===== config.mk =====
export PLATFORM = sky130hd
export DESIGN_NAME = platform_queue
export DESIGN_NICKNAME = d
export VERILOG_FILES = /design/src/rtl/doodle_pkg.sv /design/src/rtl/platform_slot.sv /design/src/rtl/platform_queue.sv
export SDC_FILE = /design/constraint.sdc
export NUM_CORES = 1
export LEC_CHECK = 0
export CORE_AREA = 4 4 134 104
export DETAILED_ROUTE_END_ITERATION = 8
export DIE_AREA = 0 0 138 108
export GPL_TIMING_DRIVEN = 0
export PLACE_DENSITY_LB_ADDON = 0.2
export SLEW_MARGIN = 15
export SYNTH_ARGS = -nofsm -noshare
export SYNTH_HDL_FRONTEND = slang
export SYNTH_SLANG_ARGS = --single-unit

===== constraint.sdc =====
create_clock -name i_clk -period 2.98 [get_ports i_clk]
set_input_delay 0.596 -clock i_clk [delete_from_list [all_inputs] [get_ports i_clk]]
set_output_delay 0.596 -clock i_clk [all_outputs]
set_load 0.01 [all_outputs]

===== src/rtl/doodle_pkg.sv =====
// doodle_pkg: shared constants and types for the Doodle Fall platform logic.
//   POS_W         : width of every horizontal/vertical position
//   VBP / VFP     : first / last visible line
//   HBP           : first visible pixel column
//   PLAT_WIDTH    : platform width in pixels (renderer/collision use)
//   ST_*          : platform_queue FSM encoding
//   queue_dbg_t   : FSM observation struct exported by platform_queue
//   popcount8     : number of set bits in an 8-bit vector
package doodle_pkg;

    localparam int POS_W      = 10;
    localparam int VBP        = 31;
    localparam int VFP        = 511;
    localparam int HBP        = 143;
    localparam int PLAT_WIDTH = 64;

    localparam logic [1:0] ST_IDLE   = 2'd0;
    localparam logic [1:0] ST_SCROLL = 2'd1;
    localparam logic [1:0] ST_SPAWN  = 2'd2;

    typedef struct packed {
        logic [1:0]  state;
        logic [2:0]  idx;
        logic [10:0] gap_cnt;
    } queue_dbg_t;

    function automatic logic [3:0] popcount8(input logic [7:0] v);
        logic [3:0] cnt;
        cnt = 4'd0;
        for (int i = 0; i < 8; i++) begin
            cnt = cnt + 4'(v[i]);
        end
        return cnt;
    endfunction

endpackage


===== src/rtl/platform_slot.sv =====
// platform_slot: one platform's position/valid registers.
//   i_clk, i_rst     : clock, synchronous active-high reset
//   i_scroll_en      : move this platform up one step this cycle (or retire it)
//   i_load_en        : spawn a new platform here at the bottom line
//   i_load_hpos      : horizontal position of the spawned platform
//   o_hpos, o_vpos   : current position
//   o_valid          : slot holds a live platform
//   o_valid_nxt      : value o_valid takes at the next edge (for the live count)
module platform_slot #(
    parameter int VBP  = doodle_pkg::VBP,
    parameter int VFP  = doodle_pkg::VFP,
    parameter int STEP = 2
) (
    input  logic                         i_clk,
    input  logic                         i_rst,
    input  logic                         i_scroll_en,
    input  logic                         i_load_en,
    input  logic [doodle_pkg::POS_W-1:0] i_load_hpos,
    output logic [doodle_pkg::POS_W-1:0] o_hpos,
    output logic [doodle_pkg::POS_W-1:0] o_vpos,
    output logic                         o_valid,
    output logic                         o_valid_nxt
);
    import doodle_pkg::*;

    localparam logic [POS_W-1:0] RETIRE_BELOW = POS_W'(VBP + STEP);
    localparam logic [POS_W-1:0] STEP_V       = POS_W'(STEP);
    localparam logic [POS_W-1:0] SPAWN_LINE   = POS_W'(VFP);

    logic [POS_W-1:0] r_hpos;
    logic [POS_W-1:0] r_vpos;
    logic             r_valid;
    logic [POS_W-1:0] w_hpos_nxt;
    logic [POS_W-1:0] w_vpos_nxt;
    logic             w_valid_nxt;
    logic             w_retire;

    always_comb begin
        w_hpos_nxt  = r_hpos;
        w_vpos_nxt  = r_vpos;
        w_valid_nxt = r_valid;
        // Compare before subtracting so vpos never wraps below zero.
        w_retire    = r_valid && (r_vpos < RETIRE_BELOW);
        if (i_load_en) begin
            w_hpos_nxt  = i_load_hpos;
            w_vpos_nxt  = SPAWN_LINE;
            w_valid_nxt = 1'b1;
        end else if (i_scroll_en && r_valid) begin
            if (w_retire) begin
                w_valid_nxt = 1'b0;    // vpos is held for the retired slot
            end else begin
                w_vpos_nxt = r_vpos - STEP_V;
            end
        end
    end

    always_ff @(posedge i_clk) begin
        if (i_rst) begin
            r_hpos  <= '0;
            r_vpos  <= '0;
            r_valid <= 1'b0;
        end else begin
            r_hpos  <= w_hpos_nxt;
            r_vpos  <= w_vpos_nxt;
            r_valid <= w_valid_nxt;
        end
    end

    assign o_hpos      = r_hpos;
    assign o_vpos      = r_vpos;
    assign o_valid     = r_valid;
    assign o_valid_nxt = w_valid_nxt;

endmodule


===== src/rtl/platform_queue.sv =====
// platform_queue: fixed pool of platform slots, scrolled up once per frame,
// retired at the top edge and refilled at the bottom edge.
//   i_clk, i_rst     : clock, synchronous active-high reset
//   i_frame_tick     : one-cycle pulse per video frame
//   i_pause          : high = ignore i_frame_tick
//   i_rand_hpos      : horizontal position for a spawn, sampled in SPAWN
//   o_plat_hpos/vpos : slot i at bits [10i+9:10i]
//   o_plat_valid     : slot live flags
//   o_active_cnt     : number of live slots (registered)
//   o_busy           : a frame update is in progress
//   o_spawn_pulse    : one cycle per successful spawn, with the new slot visible
//   o_overflow       : sticky, a spawn was dropped with every slot live
//   o_dbg            : FSM state, slot index and spawn gap accumulator
//
// Frame handshake: i_frame_tick is a fire-and-forget pulse with no ready.
// It is accepted only in the cycle the FSM is idle and i_pause is low; o_busy
// high means a tick in that cycle is dropped, never queued. An accepted tick
// in cycle t gives SCROLL in t+1..t+NUM_PLAT and SPAWN in t+NUM_PLAT+1.
module platform_queue #(
    parameter int NUM_PLAT    = 4,
    parameter int VBP         = doodle_pkg::VBP,
    parameter int VFP         = doodle_pkg::VFP,
    parameter int SCROLL_STEP = 2,
    parameter int SPAWN_GAP   = 120
) (
    input  logic                     i_clk,
    input  logic                     i_rst,
    input  logic                     i_frame_tick,
    input  logic                     i_pause,
    input  logic [9:0]               i_rand_hpos,
    output logic [10*NUM_PLAT-1:0]   o_plat_hpos,
    output logic [10*NUM_PLAT-1:0]   o_plat_vpos,
    output logic [NUM_PLAT-1:0]      o_plat_valid,
    output logic [3:0]               o_active_cnt,
    output logic                     o_busy,
    output logic                     o_spawn_pulse,
    output logic                     o_overflow,
    output doodle_pkg::queue_dbg_t   o_dbg
);
    import doodle_pkg::*;

    localparam logic [10:0] GAP_RST  = 11'(SPAWN_GAP - SCROLL_STEP);
    localparam logic [10:0] GAP_LIM  = 11'(SPAWN_GAP);
    localparam logic [10:0] GAP_STEP = 11'(SCROLL_STEP);
    localparam logic [2:0]  LAST_IDX = 3'(NUM_PLAT - 1);

    logic [1:0]          r_state;
    logic [2:0]          r_idx;
    logic [10:0]         r_gap_cnt;
    logic                r_spawn_pulse;
    logic                r_overflow;
    logic [3:0]          r_active_cnt;

    logic [NUM_PLAT-1:0] w_scroll_en;
    logic [NUM_PLAT-1:0] w_load_en;
    logic [NUM_PLAT-1:0] w_valid_nxt;
    logic [7:0]          w_valid_nxt_ext;
    logic [10:0]         w_gap_next;
    logic                w_spawn_due;
    logic                w_free_found;
    logic [2:0]          w_free_idx;

    // Lowest-index free slot; scrolling has finished by SPAWN, so a slot
    // retired this frame is already visible as free here.
    always_comb begin
        w_free_found = 1'b0;
        w_free_idx   = 3'd0;
        for (int i = NUM_PLAT - 1; i >= 0; i--) begin
            if (!o_plat_valid[i]) begin
                w_free_found = 1'b1;
                w_free_idx   = 3'(i);
            end
        end
    end

    always_comb begin
        w_gap_next  = r_gap_cnt + GAP_STEP;
        w_spawn_due = (r_state == ST_SPAWN) && (w_gap_next >= GAP_LIM);
        for (int i = 0; i < NUM_PLAT; i++) begin
            w_scroll_en[i] = (r_state == ST_SCROLL) && (r_idx == 3'(i));
            w_load_en[i]   = w_spawn_due && w_free_found && (w_free_idx == 3'(i));
        end
    end

    always_comb begin
        w_valid_nxt_ext                 = 8'd0;
        w_valid_nxt_ext[NUM_PLAT-1:0]   = w_valid_nxt;
    end

    for (genvar g = 0; g < NUM_PLAT; g++) begin : g_slot
        platform_slot #(
            .VBP  (VBP),
            .VFP  (VFP),
            .STEP (SCROLL_STEP)
        ) u_slot (
            .i_clk       (i_clk),
            .i_rst       (i_rst),
            .i_scroll_en (w_scroll_en[g]),
            .i_load_en   (w_load_en[g]),
            .i_load_hpos (i_rand_hpos),
            .o_hpos      (o_plat_hpos[10*g +: 10]),
            .o_vpos      (o_plat_vpos[10*g +: 10]),
            .o_valid     (o_plat_valid[g]),
            .o_valid_nxt (w_valid_nxt[g])
        );
    end

    always_ff @(posedge i_clk) begin
        if (i_rst) begin
            r_state       <= ST_IDLE;
            r_idx         <= 3'd0;
            r_gap_cnt     <= GAP_RST;
            r_spawn_pulse <= 1'b0;
            r_overflow    <= 1'b0;
            r_active_cnt  <= 4'd0;
        end else begin
            r_spawn_pulse <= 1'b0;
            // Counts the slot values that land at this same edge.
            r_active_cnt  <= popcount8(w_valid_nxt_ext);
            case (r_state)
                ST_IDLE: begin
                    if (i_frame_tick && !i_pause) begin
                        r_state <= ST_SCROLL;
                        r_idx   <= 3'd0;
                    end
                end
                ST_SCROLL: begin
                    if (r_idx == LAST_IDX) begin
                        r_state <= ST_SPAWN;
                    end else begin
                        r_idx <= r_idx + 3'd1;
                    end
                end
                ST_SPAWN: begin
                    r_state <= ST_IDLE;
                    r_idx   <= 3'd0;
                    if (w_gap_next >= GAP_LIM) begin
                        r_gap_cnt <= w_gap_next - GAP_LIM;
                        if (w_free_found) begin
                            r_spawn_pulse <= 1'b1;
                        end else begin
                            r_overflow <= 1'b1;
                        end
                    end else begin
                        r_gap_cnt <= w_gap_next;
                    end
                end
                default: begin
                    r_state <= ST_IDLE;
                    r_idx   <= 3'd0;
                end
            endcase
        end
    end

    assign o_active_cnt  = r_active_cnt;
    assign o_busy        = (r_state != ST_IDLE);
    assign o_spawn_pulse = r_spawn_pulse;
    assign o_overflow    = r_overflow;
    assign o_dbg         = '{state: r_state, idx: r_idx, gap_cnt: r_gap_cnt};

endmodule


# After elaboration in Yosys (flattened, before gate mapping)
# Index checks and enable logic that the tools add are counted.
dict set report classes {
  addsub 10
  n_lt_le_gt_ge 5
  n_eq_ne 15
  mux 40
  bitwise_logic 7
  n_reduce_logical 44
}
# cell count
set ops {}
lappend ops {{two-way mux 9 bit} 12}
lappend ops {{less-than comparator 10 x 6 -> 1 bit, second input constant} 4}
lappend ops {{subtractor 10 x 2 -> 10 bit, second input constant} 4}
lappend ops {{AND reduction 2 bit} 10}
lappend ops {{logical AND 1 bit} 19}
lappend ops {{two-way mux 1 bit} 17}
lappend ops {{two-way mux 3 bit} 5}
lappend ops {{== test 3 x 2 -> 1 bit, second input constant} 4}
lappend ops {{adder 11 x 2 -> 11 bit, second input constant} 1}
lappend ops {{>= comparator 11 x 7 -> 1 bit, second input constant} 1}
lappend ops {{two-way mux 11 bit} 1}
lappend ops {{subtractor 11 x 7 -> 11 bit, second input constant} 1}
lappend ops {{!= test 2 x 1 -> 1 bit, second input constant} 5}
lappend ops {{nonzero test 2 bit} 5}
lappend ops {{OR reduction 2 bit} 4}
lappend ops {{inverter 1 bit} 7}
lappend ops {{== test 3 x 1 -> 1 bit, second input constant} 2}
lappend ops {{logical NOT 3 bit} 2}
lappend ops {{two-way mux 2 bit} 3}
lappend ops {{case mux 3 bit (2 select lines)} 1}
lappend ops {{adder 3 x 1 -> 4 bit} 1}
lappend ops {{!= test 2 bit, second input constant} 2}
lappend ops {{case mux 2 bit (2 select lines)} 1}
lappend ops {{adder 2 x 1 -> 3 bit} 1}
lappend ops {{other kinds (8)} 8}
dict set report totals {
  ff_bits 106
  out_inout_bits 107
  word_cells 143
}

# Depth between registers and ports, before layout
# Gate-level depths: netlist (run 1).
dict set report depth {
  ltp_word 10
  mapped_depth 13
}

# Modules after synthesis
# From an unflattened synthesis (run 1), not the netlist that was laid out.
dict set report hier_totals {
  cells_unflattened 612
  hier_area_um2 5407.7
}
# mod n_inst cells_per_inst area_each_um2
set by_module_without_submodules {}
lappend by_module_without_submodules {platform_slot 4 102 958.4}
lappend by_module_without_submodules {platform_queue 1 204 1574.0}

# Least setup slack after synthesis (run 1)
# OpenSTA, ideal clock, no wires.
dict set report synth_path {
  kind {flip-flop to flip-flop}
  from {register r_gap_cnt[1]}
  to {register r_active_cnt[1], in the netlist o_active_cnt[1]}
  setup_time_ns 0.127
  arrival_ns 3.257
  required_time_ns 2.853
  slack_ns -0.404
  path_stages_with_launch 14
  synth_period_minus_slack_ns 3.384
  path_cell_list {dfxtp_1 > ha_1 > buf_4 > nand3_4 > or4_4 > o311ai_4 > nand3_1 > nand2b_1 > buf_2 > nand2_1 > fa_1 > ha_1 > ha_1 > nor2b_1}
}
# element line
set synth_rtl {}
lappend synth_rtl {{start, declared} platform_queue.sv:49} ;# logic [10:0] r_gap_cnt;
lappend synth_rtl {{start signal, assigned} platform_queue.sv:138} ;# r_gap_cnt <= w_gap_next - GAP_LIM;
lappend synth_rtl {{start signal, assigned} platform_queue.sv:145} ;# r_gap_cnt <= w_gap_next;
lappend synth_rtl {{adder 11 x 2 -> 11 bit} platform_queue.sv:77} ;# w_gap_next = r_gap_cnt + GAP_STEP;
lappend synth_rtl {{>= comparator 11 x 7 -> 1 bit} platform_queue.sv:78} ;# w_spawn_due = (r_state == ST_SPAWN) && (w_gap_next >= GAP_LIM);
lappend synth_rtl {{logical AND 1 bit} platform_queue.sv:78}
lappend synth_rtl {{logical AND 1 bit (2 in a row)} platform_queue.sv:81} ;# w_load_en[i] = w_spawn_due && w_free_found && (w_free_idx == 3'(i));
lappend synth_rtl {{two-way mux 1 bit} platform_slot.sv:44} ;# if (i_load_en) begin
lappend synth_rtl {{named net g_slot[3].u_slot.o_valid_nxt} platform_slot.sv:22} ;# output logic o_valid_nxt
lappend synth_rtl {{adder 3 x 1 -> 4 bit} doodle_pkg.sv:31} ;# cnt = cnt + 4'(v[i]);
lappend synth_rtl {{end signal, assigned} platform_queue.sv:119} ;# r_active_cnt <= popcount8(w_valid_nxt_ext);
lappend synth_rtl {{end, declared} platform_queue.sv:52} ;# logic [3:0] r_active_cnt;
# The timed path passes the listed nets, and every way through them passes these cells.
# A chain may end at the register's enable or synchronous reset.

# Worst setup path in the final report (run 1)
dict set report layout_path {
  from {register r_gap_cnt[5]}
  to {register r_active_cnt[1], in the netlist o_active_cnt[1]}
}
dict set report layout_via {
  elab_chain_len 9
}
# element line
set layout_rtl {}
lappend layout_rtl {{adder 11 x 2 -> 11 bit} platform_queue.sv:77}
lappend layout_rtl {{>= comparator 11 x 7 -> 1 bit} platform_queue.sv:78}
lappend layout_rtl {{logical AND 1 bit} platform_queue.sv:78}
lappend layout_rtl {{logical AND 1 bit (2 in a row)} platform_queue.sv:81}
lappend layout_rtl {{two-way mux 1 bit} platform_slot.sv:44}
lappend layout_rtl {{named net g_slot[0].u_slot.o_valid_nxt} platform_slot.sv:22}
lappend layout_rtl {{adder 1 x 1 -> 2 bit} doodle_pkg.sv:31}
lappend layout_rtl {{adder 2 x 1 -> 3 bit} doodle_pkg.sv:31}
lappend layout_rtl {{adder 3 x 1 -> 4 bit} doodle_pkg.sv:31}
# The timed path passes the listed nets, and every way through them passes these cells.

==> metrics.txt, run 1 <==
initial antenna violation count 0; Cells after Synth 547; Initial Util 0.387; Max clock buf depth 2; WL met3 1.47 mm; first-pass GRT wire length roughly 23 mm; area leader, netlist dfxtp_1; Final Hold Vio Count 0; number of remaining DRC errors 0; total CTS buffers 9; critical path start-end classification flip-flop to flip-flop; clk slew on worst S/H paths 0.07 ns; Rows 36; vias per cell between 5 and 6; Max rail drop VDD just over 300 uV; filler cell count between 1k and 1.5k; Avg Cell Area, Syn around 9 sq um; P per Cell Area roughly 390 nW/um^2; Slew HR 0.518; max-slew violations 0; Ys Warns 0; Final Total Pwr between 0.002 and 0.003 W; pin count of the biggest net entering global routing 21; critical-path cell list buf_6, nand4_1, or4_4, o311ai_4, a31oi_4, o22a_1, fa_1, ha_2, ha_1, nor2b_4; Buf/Inv on CP 1; M1 WL approximately 6.7 mm; multi-input combinational cell area around 2700 sq um; layout cells sized above 1 0.138; CP delay by family, top adder cells; Initial DRC Count between 200 and 250; EDFF count, synth 0; DP HPWL between 10 and 15 mm; sequential-to-total area share from yosys stat 0.424; clock latency on the worst-skew pair 0.35 ns; worst min path class flip-flop to flip-flop; met2 WL 6.33 mm; core area around 13,000 sq um; 1st-pass router iterations 4; post-route cell area around 7000 sq um; slowest CP cell or4_4; worst hold margin roughly 0.46 ns; dominant cells by area after synthesis dfxtp_1, mux2i_1, nor2_1, a21oi_1, ha_1; Worst EP required approximately 3.2 ns; Area Overhead vs Synth 42.7%; Synth cell types a little over 60; TritonCTS clock tree built; P_leak around 2.6 nW; Synth async-reset ratio 0; # Max-Cap Violations 0; final setup violation count 0; root buffer cell clkbuf_16; Util after Layout 0.552; Worst Setup End Kind flip-flop; Final period util 0.981; ANT nets after route 0; die span in y between 100 and 150 microns; status finished, final reports clean; gp weighted congestion slightly above 0.9; die area 14,900 sq um; WL final between 10 and 15 mm; port bufs around 120; Die W between 100 and 150 microns; clock sinks about 100; startpoint types flip-flop; Slew @ Worst Pin just over 0.7 ns; drt wl/cell about 17 microns; Critical Path Max Stage Delay around 0.58 ns; IO Pins roughly 120; Storage cell area 2100 sq um; vias in the first global route 4,419; GRT overflow 0; Ant. Diodes 0; Critical Path AT approximately 3.2 ns; post-synth top area share 0.424; GRT Total Usage 0.192; FF+latch count, synth roughly 100; worst clock skew ~0.0064 ns; top_reg_cell synth dfxtp_1; fmax about 0.34 GHz; top sig layer met4; DP Area about 6400 sq um; final net count 734; post-route minimum period ~2.9 ns; Vias about 4.6k; mapped cell area 4920 sq um; Fin Setup TNS 0 ns; critical path fanouts, max 5; H-tree levels 3
## per-stage QoR
| stage | worst slack [ns] | std cells |
|---|---|---|
| 2_1_floorplan | 0.00321 | 548 |
| 3_3_place_gp | -0.387 | 836 |
| 3_5_place_dp | -0.403 | 836 |
| 4_1_cts | 0.0185 | 874 |
| 5_1_grt | -0.0418 | 881 |
| 6_report | 0.0558 | 881 |
## worst reg2reg max path: cells and delay by family, from the launching register on
family / cells / cell delay, ns
compound gates: 3 / 0.59
buf+inv: 1 / 0.09
simple gates: 3 / 0.86
fa+ha+maj: 3 / 0.91
flops: 1 / 0.34
## report_power, final
group / switching, W / internal, W / total (W)
Clock: 0.000595 / 0.000596 / 0.00119
Sequential: 0.00000500 / 0.00139 / 0.00139
Combinational: 0.0000721 / 0.0000496 / 0.000122
Total: 0.000672 / 0.00203 / 0.00271
## cells in the mapped netlist, types with 3 or more instances
cell	instances
mux2i_1	43
nand4b_1	3
a21oi_1	41
o31ai_1	3
buf_4	12
buf_2	7
nand4_1	9
clkbuf_1	13
nor4_1	8
nor2b_1	13
dfxtp_1	104
inv_1	19
xor2_1	15
o21ai_0	15
nand3_1	15
or3_1	6
nor2_1	77
and3_1	5
nand2_1	35
xnor2_1	15
ha_1	14
nor3_1	6
or4_1	6
nand2b_1	5
a31oi_1	11
## cell usage in the layout, fill, tap and decap left out, types with 4 or more instances in the layout
| master | netlist | routed |
|---|---|---|
| nand2b_1 | 5 | 5 |
| buf_4 | 12 | 38 |
| xor2_1 | 15 | 15 |
| xnor2_1 | 15 | 14 |
| dfxtp_1 | 104 | 96 |
| nand2_1 | 35 | 35 |
| clkbuf_1 | 13 | 13 |
| mux2i_1 | 43 | 43 |
| nor2_1 | 77 | 76 |
| nand3_1 | 15 | 13 |
| nor2b_1 | 13 | 12 |
| buf_6 | 0 | 6 |
| o21ai_0 | 15 | 14 |
| nand4_1 | 9 | 9 |
| inv_1 | 19 | 19 |
| a31oi_1 | 11 | 10 |
| or3_1 | 6 | 6 |
| nor4_1 | 8 | 8 |
| dfxtp_4 | 0 | 5 |
| a21oi_1 | 41 | 41 |
| clkdlybuf4s50_1 | 0 | 117 |
| and3_1 | 5 | 4 |
| ha_1 | 14 | 11 |
| or4_1 | 6 | 6 |
| clkbuf_16 | 0 | 9 |
| nor3_1 | 6 | 6 |
## registers in the layout, summed over array words and instances, names as in the netlist
| signal | count |
|---|---|
| r_state | 2 |
| g_slot.u_slot.o_hpos | 40 |
| g_slot.u_slot.o_valid | 4 |
| o_active_cnt | 3 |
| r_gap_cnt | 10 |
| g_slot.u_slot.o_vpos | 40 |
| o_spawn_pulse | 1 |
| o_overflow | 1 |
| r_idx | 3 |
## path summary, 6_finish.rpt
path	start	slack, ns	endpoint	cells after the start
worst max-delay path	r_gap_cnt[5]$_SDFFE_PP1N_	0.06	o_active_cnt[1]$_SDFF_PP0_	10
worst min-delay path	g_slot[2].u_slot.o_vpos[0]$_SDFFE_PP0P_	0.46	g_slot[2].u_slot.o_vpos[0]$_SDFFE_PP0P_	2
worst max register to register	r_gap_cnt[5]$_SDFFE_PP1N_	0.06	o_active_cnt[1]$_SDFF_PP0_	10
worst min register to register	g_slot[2].u_slot.o_vpos[0]$_SDFFE_PP0P_	0.46	g_slot[2].u_slot.o_vpos[0]$_SDFFE_PP0P_	2
## cell families after synthesis
| logic type | count (synthesis) | synth area share |
|---|---|---|
| AOI/OAI and AO/OA | 98 | 0.135 |
| xor gates and xnor gates | 30 | 0.0535 |
| adders and majority gates | 15 | 0.0397 |
| buffers and inverters | 53 | 0.0514 |
| DFF | 104 | 0.424 |
| muxes | 43 | 0.0876 |
| other | 1 | 0.000763 |
| and+or+nand+nor | 203 | 0.208 |
## metal layers
| metal | global-route usage | vias up |
|---|---|---|
| li1 | - | 2236 |
| met3 | 0.0778 | 27 |
| met2 | 0.295 | 186 |
| met1 | 0.249 | 2181 |
| met4 | 0.0550 | 0 |
| met5 | 0 | - |
## final cells by class
type	count	share of cell area
flip-flops and latches	104	0.300
clock inverters	7	0.00981
repair buffers	148	0.204
inverters	19	0.0102
plain buffers	32	0.0282
clock buffers	9	0.0321
well taps	171	0.0305
multi-input cells	391	0.385
## timing repair
| item | in CTS | in global routing |
|---|---|---|
| gates resized for setup | 9 | 24 |
| endpoints found under the setup margin | 3 | 2 |
| cloned | 0 | 0 |
| buffers inserted | 23 | 8 |
| pin swaps | 10 | 12 |
| hold buffers | 0 | 0 |
Power figures use the tool's default switching activity.
==> inputs of run 2 (changes only) <==
SLEW_MARGIN = unset   (was 15)
==> results of run 2 <==
Final layout, timing and power as in run 1 (identical DEF).
